## src/rtl/isa_pkg.sv

```systemverilog
// Shared ISA definitions for the instruction encoder and decoder:
// opcode constants, field bit positions, the word type and format classes.
package isa_pkg;

  localparam logic [4:0] OP_CMP = 5'd6;
  localparam logic [4:0] OP_R11 = 5'd11;
  localparam logic [4:0] OP_LD  = 5'd12;
  localparam logic [4:0] OP_ST  = 5'd13;

  localparam int OP_HI   = 19;
  localparam int OP_LO   = 15;
  localparam int RD_HI   = 14;
  localparam int RD_LO   = 10;
  localparam int RT_HI   = 9;
  localparam int RT_LO   = 5;
  localparam int RS_HI   = 4;
  localparam int RS_LO   = 0;
  localparam int BAMT_HI = 14;
  localparam int BAMT_LO = 0;

  typedef logic [19:0] inst_t;

  typedef enum logic [1:0] {FMT_R, FMT_LD, FMT_ST, FMT_J} fmt_e;

  // Total classification: every opcode maps to exactly one format.
  function automatic fmt_e op_format(input logic [4:0] op);
    if (op <= OP_CMP || op == OP_R11) return FMT_R;
    else if (op == OP_LD)             return FMT_LD;
    else if (op == OP_ST)             return FMT_ST;
    else                              return FMT_J;
  endfunction

endpackage

```

## src/rtl/inst_fmt.sv

```systemverilog
// Combinational packer: turns one decoded field set into a 20-bit word
// laid out exactly as the instruction decoder expects.
module inst_fmt
  import isa_pkg::*;
(
  input  logic [4:0]  op,
  input  logic [4:0]  rd,
  input  logic [4:0]  rt,
  input  logic [4:0]  rs,
  input  logic [14:0] bamt,
  output inst_t       word
);

  fmt_e fmt;

  // Opcode always occupies the top field; the rest depends on the format.
  always_comb begin
    fmt  = op_format(op);
    word = '0;
    word[OP_HI:OP_LO] = op;
    case (fmt)
      FMT_R, FMT_LD: begin
        word[RD_HI:RD_LO] = rd;
        word[RT_HI:RT_LO] = rt;
        word[RS_HI:RS_LO] = rs;
      end
      FMT_ST: begin
        // Stores have no rs operand; the field stays zero.
        word[RD_HI:RD_LO] = rd;
        word[RT_HI:RT_LO] = rt;
      end
      default: begin
        word[BAMT_HI:BAMT_LO] = bamt;
      end
    endcase
  end

endmodule

```

## src/rtl/inst_encoder.sv

```systemverilog
// Streaming instruction encoder / program loader. Accepts field sets over
// valid/ready, packs them, and writes them to consecutive imem addresses
// from a captured base. Overflowing the top of memory drops the write and
// raises a sticky err, while still draining the session to its last set.
module inst_encoder
  import isa_pkg::*;
#(
  parameter int AW = 10
)
(
  input  logic          clk,
  input  logic          rst_n,
  input  logic          start,
  input  logic [AW-1:0] base_addr,
  input  logic          in_valid,
  output logic          in_ready,
  input  logic [4:0]    in_op,
  input  logic [4:0]    in_rd,
  input  logic [4:0]    in_rt,
  input  logic [4:0]    in_rs,
  input  logic [14:0]   in_bamt,
  input  logic          in_last,
  output logic          imem_we,
  output logic [AW-1:0] imem_addr,
  output logic [19:0]   imem_wdata,
  output logic          busy,
  output logic          done,
  output logic          err,
  output logic [AW:0]   count
);

  typedef enum logic [1:0] {S_IDLE, S_LOAD, S_DONE} state_e;

  state_e        state_reg, state_next;
  logic [AW-1:0] ptr_reg, ptr_next;
  logic [AW:0]   count_reg, count_next;
  logic          full_reg, full_next;
  logic          err_reg, err_next;
  logic          we_reg, we_next;
  logic [AW-1:0] addr_reg, addr_next;
  inst_t         wdata_reg, wdata_next;
  inst_t         enc_word;
  logic          accept;

  inst_fmt u_fmt (
    .op   (in_op),
    .rd   (in_rd),
    .rt   (in_rt),
    .rs   (in_rs),
    .bamt (in_bamt),
    .word (enc_word)
  );

  assign accept = in_valid && (state_reg == S_LOAD);

  // Next-state and datapath update; registers hold unless a case overrides.
  always_comb begin
    state_next = state_reg;
    ptr_next   = ptr_reg;
    count_next = count_reg;
    full_next  = full_reg;
    err_next   = err_reg;
    we_next    = 1'b0;
    addr_next  = addr_reg;
    wdata_next = wdata_reg;
    case (state_reg)
      S_IDLE: begin
        if (start) begin
          state_next = S_LOAD;
          ptr_next   = base_addr;
          count_next = '0;
          err_next   = 1'b0;
          full_next  = 1'b0;
        end
      end
      S_LOAD: begin
        if (accept) begin
          if (!full_reg) begin
            we_next    = 1'b1;
            addr_next  = ptr_reg;
            wdata_next = enc_word;
            ptr_next   = ptr_reg + 1'b1;
            count_next = count_reg + 1'b1;
            // Last address just used: the wrapped pointer must not be reused.
            if (&ptr_reg) full_next = 1'b1;
          end else begin
            err_next = 1'b1;
          end
          if (in_last) state_next = S_DONE;
        end
      end
      S_DONE: state_next = S_IDLE;
      default: state_next = S_IDLE;
    endcase
  end

  // State and output registers; async reset aborts any session in flight.
  always_ff @(posedge clk or negedge rst_n) begin
    if (!rst_n) begin
      state_reg <= S_IDLE;
      ptr_reg   <= '0;
      count_reg <= '0;
      full_reg  <= 1'b0;
      err_reg   <= 1'b0;
      we_reg    <= 1'b0;
      addr_reg  <= '0;
      wdata_reg <= '0;
    end else begin
      state_reg <= state_next;
      ptr_reg   <= ptr_next;
      count_reg <= count_next;
      full_reg  <= full_next;
      err_reg   <= err_next;
      we_reg    <= we_next;
      addr_reg  <= addr_next;
      wdata_reg <= wdata_next;
    end
  end

  assign in_ready   = (state_reg == S_LOAD);
  assign busy       = (state_reg != S_IDLE);
  assign done       = (state_reg == S_DONE);
  assign err        = err_reg;
  assign count      = count_reg;
  assign imem_we    = we_reg;
  assign imem_addr  = addr_reg;
  assign imem_wdata = wdata_reg;

endmodule

```

## config.mk

```make
export PLATFORM = sky130hd
export DESIGN_NAME = inst_encoder
export DESIGN_NICKNAME = d
export VERILOG_FILES = /design/src/rtl/isa_pkg.sv /design/src/rtl/inst_fmt.sv /design/src/rtl/inst_encoder.sv
export SDC_FILE = /design/constraint.sdc
export NUM_CORES = 1
export LEC_CHECK = 0
export ABC_AREA = 1
export CORE_AREA = 4 4 90 92
export CTS_CLUSTER_SIZE = 24
export DETAILED_ROUTE_END_ITERATION = 12
export DIE_AREA = 0 0 94 96
export HOLD_SLACK_MARGIN = 0.06
export PLACE_DENSITY = 0.7
export SYNTH_ARGS = -nofsm -noshare
export SYNTH_HDL_FRONTEND = slang
export SYNTH_HIERARCHICAL = 1
export SYNTH_SLANG_ARGS = --single-unit
```

## constraint.sdc

```tcl
create_clock -name clk -period 1.6 [get_ports clk]
set_clock_uncertainty 0.05 [all_clocks]
set_input_delay 0.24 -clock clk [delete_from_list [all_inputs] [get_ports clk]]
set_output_delay 0.24 -clock clk [all_outputs]
set_load 0.02 [all_outputs]
```

==> results of run 1 <==
synthesized netlist by cell type:
library cell | instances | share of area, %
sky130_fd_sc_hd__xor2_1 | 2 | 0.58
sky130_fd_sc_hd__or2_2 | 1 | 0.21
sky130_fd_sc_hd__nand2_2 | 6 | 1.2
sky130_fd_sc_hd__nand4_1 | 15 | 3.1
sky130_fd_sc_hd__inv_6 | 1 | 0.29
sky130_fd_sc_hd__inv_1 | 30 | 3.7
sky130_fd_sc_hd__o21ai_4 | 1 | 0.54
sky130_fd_sc_hd__inv_2 | 1 | 0.12
sky130_fd_sc_hd__o21ai_1 | 4 | 0.66
sky130_fd_sc_hd__clkbuf_1 | 2 | 0.25
sky130_fd_sc_hd__nor2_1 | 29 | 3.6
sky130_fd_sc_hd__a21oi_1 | 4 | 0.66
sky130_fd_sc_hd__dfrtp_1 | 56 | 46
sky130_fd_sc_hd__ha_1 | 2 | 0.82
sky130_fd_sc_hd__o21bai_1 | 1 | 0.25
sky130_fd_sc_hd__nor2_8 | 1 | 0.66
sky130_fd_sc_hd__nor2_2 | 2 | 0.41
sky130_fd_sc_hd__buf_6 | 5 | 1.9
sky130_fd_sc_hd__o21ai_0 | 29 | 4.8
sky130_fd_sc_hd__buf_4 | 6 | 1.5
sky130_fd_sc_hd__buf_1 | 1 | 0.12
sky130_fd_sc_hd__nand2_1 | 164 | 20
sky130_fd_sc_hd__nand3b_1 | 1 | 0.25
sky130_fd_sc_hd__nand3_2 | 2 | 0.66
sky130_fd_sc_hd__a21boi_0 | 1 | 0.25
sky130_fd_sc_hd__buf_2 | 7 | 1.2
sky130_fd_sc_hd__o31ai_1 | 1 | 0.25
sky130_fd_sc_hd__nand3_1 | 31 | 5.1
sky130_fd_sc_hd__o211ai_1 | 2 | 0.49
repair_timing:
item	CTS	global route
gates cloned	0	1
buffers inserted	0	6
pin swaps	0	4
hold buffers	1	0
resized for setup	24	40
endpoints found under the setup margin	22	43
endpoints found under the hold margin	56	0
metrics by stage:
stage / setup TNS (ns) / area (sq um) / cells
floorplan: 0 / 3030 / 408
global placement: -0.0350 / 4120 / 600
detailed placement: -0.353 / 4120 / 600
CTS: 0 / 4230 / 609
global route: -0.0186 / 4350 / 616
finish: 0 / 4350 / 616
layer usage:
metal | vias up | routed length (um)
li1 | 1508 | -
met1 | 1343 | 3470
met2 | 104 | 3530
met3 | 10 | 680
met4 | 0 | 97
met5 | - | 0
path summary, 6_finish.rpt:
kind	from	end	slack, ns	cells past startpoint
hold reg to reg	imem_wdata[11]	imem_wdata[11]	0.44	2
min in group clk	imem_wdata[11]	imem_wdata[11]	0.44	2
setup reg to reg	state_reg[0]	ptr_reg[6]	0.07	10
hold / removal	rst_n	full_reg	0.39	3
setup / recovery	imem_wdata[12]	imem_wdata[12]	0.04	1
max in group asynchronous	rst_n	imem_wdata[11]	0.84	3
area by class of cell:
| class | instances | area share (%) |
|---|---|---|
| clock buffers | 5 | 1.58 |
| clock inverters | 3 | 0.978 |
| inverters | 32 | 2.88 |
| multi-input cells | 299 | 31.7 |
| flip-flops and latches | 56 | 32.3 |
| well taps | 99 | 2.85 |
| repair buffers | 122 | 27.8 |
cell families (layout without fill, tap and decap cells):
group           count (synthesis)  after routing  share of synthesized area, %
xor+xnor                        2              2                         0.578
compound gates                 43             43                          7.88
fa+ha+maj                       2              2                         0.825
simple gates                  252            252                          35.5
flops                          56             56                          46.2
buf+inv                        53            162                          8.99
placed cells by master, fill, tap and decap left out, types with 2 or more instances in the layout:
cell type and n:
sky130_fd_sc_hd__o21ai_1 7, sky130_fd_sc_hd__nand2_1 163, sky130_fd_sc_hd__nand3_1 31, sky130_fd_sc_hd__buf_6 3, sky130_fd_sc_hd__a21oi_1 4, sky130_fd_sc_hd__buf_4 20
sky130_fd_sc_hd__dlymetal6s2s_1 21, sky130_fd_sc_hd__dfrtp_1 54, sky130_fd_sc_hd__buf_12 2, sky130_fd_sc_hd__nand4_1 15, sky130_fd_sc_hd__o21ai_0 26, sky130_fd_sc_hd__clkbuf_8 5
sky130_fd_sc_hd__dlygate4sd2_1 18, sky130_fd_sc_hd__dfrtp_2 2, sky130_fd_sc_hd__nor2_4 2, sky130_fd_sc_hd__inv_1 30, sky130_fd_sc_hd__clkbuf_2 2, sky130_fd_sc_hd__o211ai_1 2
sky130_fd_sc_hd__nand3_2 2, sky130_fd_sc_hd__nand2_2 7, sky130_fd_sc_hd__nor2_2 2, sky130_fd_sc_hd__xor2_1 2, sky130_fd_sc_hd__clkdlybuf4s50_1 52, sky130_fd_sc_hd__nor2_1 27
power by group through the flow:
stage,Clock (mW),Sequential (mW),Combinational (mW)
after floorplan,0,2.84,1.64
after global placement,0,2.41,3.63
after detailed placement,0,2.42,3.69
after CTS,0.955,2.41,3.59
after global routing,1.01,2.48,4.08
final,0.927,2.40,3.70
==> results.cfg, run 1 <==
[cells_and_area]
design.final.nets = 568
diodes = 0
final_layout_size_suffix_gt1_share_pct = 11.2
utilization_pct = 60.3
largest_register_ff_count = 20
multi_input_area_sq_um = 1380
area.sequential_sq_um = 1400
area_growth_pct = 43.4
num-fill-cells = 670

[routing]
detailroute.via_count = 2965
number_of_iterations_in_the_first_detailed_routing_pass = 4
postRouteAntennaNets = 0
final_routed_wirelength_across_all_metal_layers_mm = 7.78
detail_route.vias_per_cell = 4.81
drt-wirelength-per-cell_um = 12.6
drt_iter0_markers = 101
drt_drc_violations_left = 0

[run]
cap_viol_max_count = 0

[grt]
grt_use_met3_pct = 5.39
global_route.usage.met1_pct = 22.1
gr-total-overflow = 0
met2_usage_in_global_routing_pct = 28.0
grt_start_max_net_pins = 57
first_global_vias = 2663
gr-usage-all-layers_pct = 17.2
grt_pass1_wl_mm = 12.5
grt.busiest_layer = met2
antenna_found_initial = 0

[worst_setup_path]
crit_path_top_delay_cell = sky130_fd_sc_hd__clkdlybuf4s50_1
top_delay_family_on_crit_path = buffers and inverters
timing.critical_path.to_type = primary output
worst-endpoint-arrival_ns = 1.27
timing.critical_path.from_type = flop
crit_path_cell_trace = clkdlybuf4s50_1
worst_path_largest_cell_delay_ns = 0.61
timing.setup.critical_path_class = reg2out
cp_num_buf_inv = 1
required_ns = 1.31
crit_fanout = 2

[timing]
final_hold_viol_count = 0
worst-slew-pin-transition_ns = 0.362
min_period_over_period_pct = 97.4
slew-limit-headroom_pct = 75.8
rsz_0062_raised_after_global_routing = yes
timing.fmax_ghz = 0.642
setup_slack_ns = 0.0419
final_number_of_max_transition_violations = 0
finalHoldWorstSlack_ns = 0.392
crit_path_time_final_ns = 1.56
setup_viol_count_final = 0

[power]
power.share.combinational_pct = 52.7
pwr-share-seq_pct = 34.1
p_sw_share_pct = 42.6
p_per_area_nw_per_um2 = 1610
p_clk_share_pct = 13.2
finalPower_mw = 7.03
sw_power_mw = 2.99
p_int_mw = 4.03
static-leakage-power_nw = 2.41
irDropWorstVdd_uv = 782

[logic_synthesis]
mappedNetlistNets = 460
yosysUniqueCellTypes = 29
ys_seq_elements = 56
synth_area_per_cell_sq_um = 7.43
synth.yosys.seq_area_share_pct = 46.2
synth_cells = 408
area_of_the_mapped_netlist_sq_um = 3030
yosys_warnings = 6

[floorplanning]
design.core.area_sq_um = 7210
die-width_um = 94
floorplan.io_pins = 96
floorplan.rows = 31
initial_utilization_pct = 42.0
die_area_sq_um = 9020
die-height_um = 96

[place]
portBuffers = 95
detailedPlace.worstSlack_ns = -0.0506
gp_routability_congestion = 0.906
place.detailed.hpwl_mm = 5.77

[clock_network]
cts.path.max_buffers = 2
clock_latency_on_the_worst_skew_pair_ns = 0.31
ctsHtreeMaxLevel = 2
tritoncts_num_sinks = 56
cts_buffers = 5
clock_pin_slew_on_the_worst_setup_and_hold_paths_ns = 0.11
cts_tree = yes
ctsRootBufferMaster = sky130_fd_sc_hd__clkbuf_8

[min_path]
worst_hold_path_type = in2async

[status]
status = finished clean
Note: power is estimated with default switching activity, not from simulation.
==> inputs of run 2 (changes only) <==
--- a/config.mk
+++ b/config.mk
@@ -6,10 +6,10 @@
 export NUM_CORES = 1
 export LEC_CHECK = 0
 export ABC_AREA = 1
-export CORE_AREA = 4 4 90 92
+export CORE_AREA = 2 2 88 90
 export CTS_CLUSTER_SIZE = 24
 export DETAILED_ROUTE_END_ITERATION = 12
-export DIE_AREA = 0 0 94 96
+export DIE_AREA = 0 0 90 92
 export HOLD_SLACK_MARGIN = 0.06
 export PLACE_DENSITY = 0.7
 export SYNTH_ARGS = -nofsm -noshare
==> run 2 against run 1 <==
Maximum frequency rose by 0.12%. Core utilization fell by 2.3 points. Non-clock buffer count did not move. Sequential power barely moved. Worst setup slack improved by 0.0019 ns. Hold slack improved by 0.0078 ns. Critical endpoint is now imem_addr[4]. Largest power group unchanged. Highest routed layer unchanged.
==> results.cfg, run 2 (synthesized netlist as in run 1, its figures left out) <==
[status]
status = finished clean

[grt]
antenna_found_initial = 0
gr-total-overflow = 0
grt_pass1_wl_mm = 13.6
met2_usage_in_global_routing_pct = 35.3
first_global_vias = 3002
global_route.usage.met1_pct = 23.8
grt.busiest_layer = met2
grt_use_met3_pct = 4.93
gr-usage-all-layers_pct = 19.8
grt_start_max_net_pins = 29

[floorplanning]
initial_utilization_pct = 40.7
design.core.area_sq_um = 7450
floorplan.io_pins = 96
floorplan.rows = 32
die_area_sq_um = 8280
die-height_um = 92
die-width_um = 90

[timing]
slew-limit-headroom_pct = 62.3
setup_viol_count_final = 0
final_number_of_max_transition_violations = 0
final_hold_viol_count = 0
crit_path_time_final_ns = 1.56
setup_tns_ns = 0
min_period_over_period_pct = 97.3
timing.fmax_ghz = 0.643
worst-slew-pin-transition_ns = 0.566

[cells_and_area]
final_area_sq_um = 4320
final_common_cell = sky130_fd_sc_hd__nand2_1
layout.cells.most_common_list = 163 x sky130_fd_sc_hd__nand2_1, 55 x sky130_fd_sc_hd__clkdlybuf4s50_1, 54 x sky130_fd_sc_hd__dfrtp_1
design.final.nets = 568
largest_register_ff_count = 20
final_layout_size_suffix_gt1_share_pct = 10.3
num-fill-cells = 712
final_cells = 618
area_growth_pct = 42.4
diodes = 0

[place]
place.detailed.hpwl_mm = 5.94
gp_routability_congestion = 0.840
numPlacedInstances = 608
portBuffers = 95
standard_cell_area_after_detailed_placement_sq_um = 4160

[clock_network]
tritoncts_num_sinks = 56
cts_tree = yes
clock_pin_slew_on_the_worst_setup_and_hold_paths_ns = 0.10
clock_latency_on_the_worst_skew_pair_ns = 0.30
ctsHtreeMaxLevel = 2
ctsRootBufferMaster = sky130_fd_sc_hd__clkbuf_8
cts.path.max_buffers = 2
cts_buffers = 5

[worst_setup_path]
worst-endpoint-arrival_ns = 1.27
worstReg2RegEnd = count[10]
timing.critical_path.to_type = primary output
crit_path_cell_trace = clkdlybuf4s50_1
cells_on_worst_reg2reg_path = 7
crit_fanout = 2
timing.setup.critical_path_class = reg2out
top_delay_family_on_crit_path = buffers and inverters
crit_path_top_delay_cell = sky130_fd_sc_hd__clkdlybuf4s50_1
worst_path_largest_cell_delay_ns = 0.60
required_ns = 1.31
crit-reg2reg-launch = state_reg[0]
cp_num_buf_inv = 1
regToRegSetupSlack_ns = 0.06
timing.critical_path.from_type = flop

[power]
static-leakage-power_nw = 2.39
p_per_area_nw_per_um2 = 1580
finalPower_mw = 6.84
irDropWorstVdd_uv = 698

[run]
cap_viol_max_count = 0

[routing]
drt_iter0_markers = 140
number_of_iterations_in_the_first_detailed_routing_pass = 5
drt-wirelength-per-cell_um = 12.5
detailroute.via_count = 2997
detail_route.vias_per_cell = 4.85
postRouteAntennaNets = 0
drt_drc_violations_left = 0
final_routed_wirelength_across_all_metal_layers_mm = 7.71

[min_path]
worst_hold_path_type = in2async
run 2: cell count changes in the layout (fill, tap and decap cells not counted), sizes merged:
cell	previous run	this run
clkdlybuf4s50	52	55
bufinv	1	0
dlygate4sd2	18	16
buf	26	27
clkinv	2	1
dlymetal6s2s	21	20
clkinvlp	1	0
inv	31	32
run 2: layout make-up:
class / instances / area (sq um) / share of cell area, %
Sequential cell: 56 / 1400 / 32.5
Multi-Input combinational cell: 299 / 1380 / 31.9
Timing Repair Buffer: 122 / 1210 / 28.0
Tap cell: 102 / 128 / 2.96
Inverter: 32 / 125 / 2.90
Clock buffer: 6 / 72.6 / 1.68
Clock inverter: 1 / 5.00 / 0.116
run 2: per-layer routing:
metal | vias to the layer above | routed length (um)
met5 | - | 0
met4 | 0 | 91
li1 | 1519 | -
met3 | 8 | 522
met1 | 1372 | 3320
met2 | 98 | 3770
run 2: power by group:
part           switching (mW)  internal [mW]  leakage [nW]
Sequential              0.414           1.98         0.704
Combinational            2.11           1.59          1.64
Clock                   0.444          0.300        0.0410
Total                    2.96           3.87          2.39
run 2: timing repair:
action	CTS	global route
endpoints found under the setup margin	20	35
pin swaps	1	1
resized for setup	25	30
hold buffers	1	0
buffers inserted	1	0
cloned	0	1
hold endpoints to repair	21	0
run 2: worst max path at each step:
| stage | cells after the start | endpoint | slack (ns) | startpoint |
|---|---|---|---|---|
| finish | 1 | imem_addr[4] | 0.04 | imem_addr[4] |
| global route | 7 | ptr_reg[4] | -0.02 | state_reg[1] |
| CTS | 1 | imem_wdata[3] | 0.004 | imem_wdata[3] |
| detailed placement | 9 | imem_wdata[0] | -0.05 | in_op[1] |
| global placement | 8 | ptr_reg[3] | -0.02 | in_valid |
| floorplan | 6 | count[4] | 0.17 | count[0] |
run 2: metrics by stage:
| stage | util (%) | setup WS, ns | hold WS, ns |
|---|---|---|---|
| 2_1_floorplan | - | 0.167 | -0.106 |
| 3_3_place_gp | 55.9 | -0.0233 | 0.210 |
| 6_report | 58.0 | 0.0438 | 0.400 |
| 4_1_cts | 57.0 | 0.00370 | 0.412 |
| 3_5_place_dp | 55.9 | -0.0535 | 0.216 |
| 5_1_grt | 58.0 | -0.0222 | 0.439 |
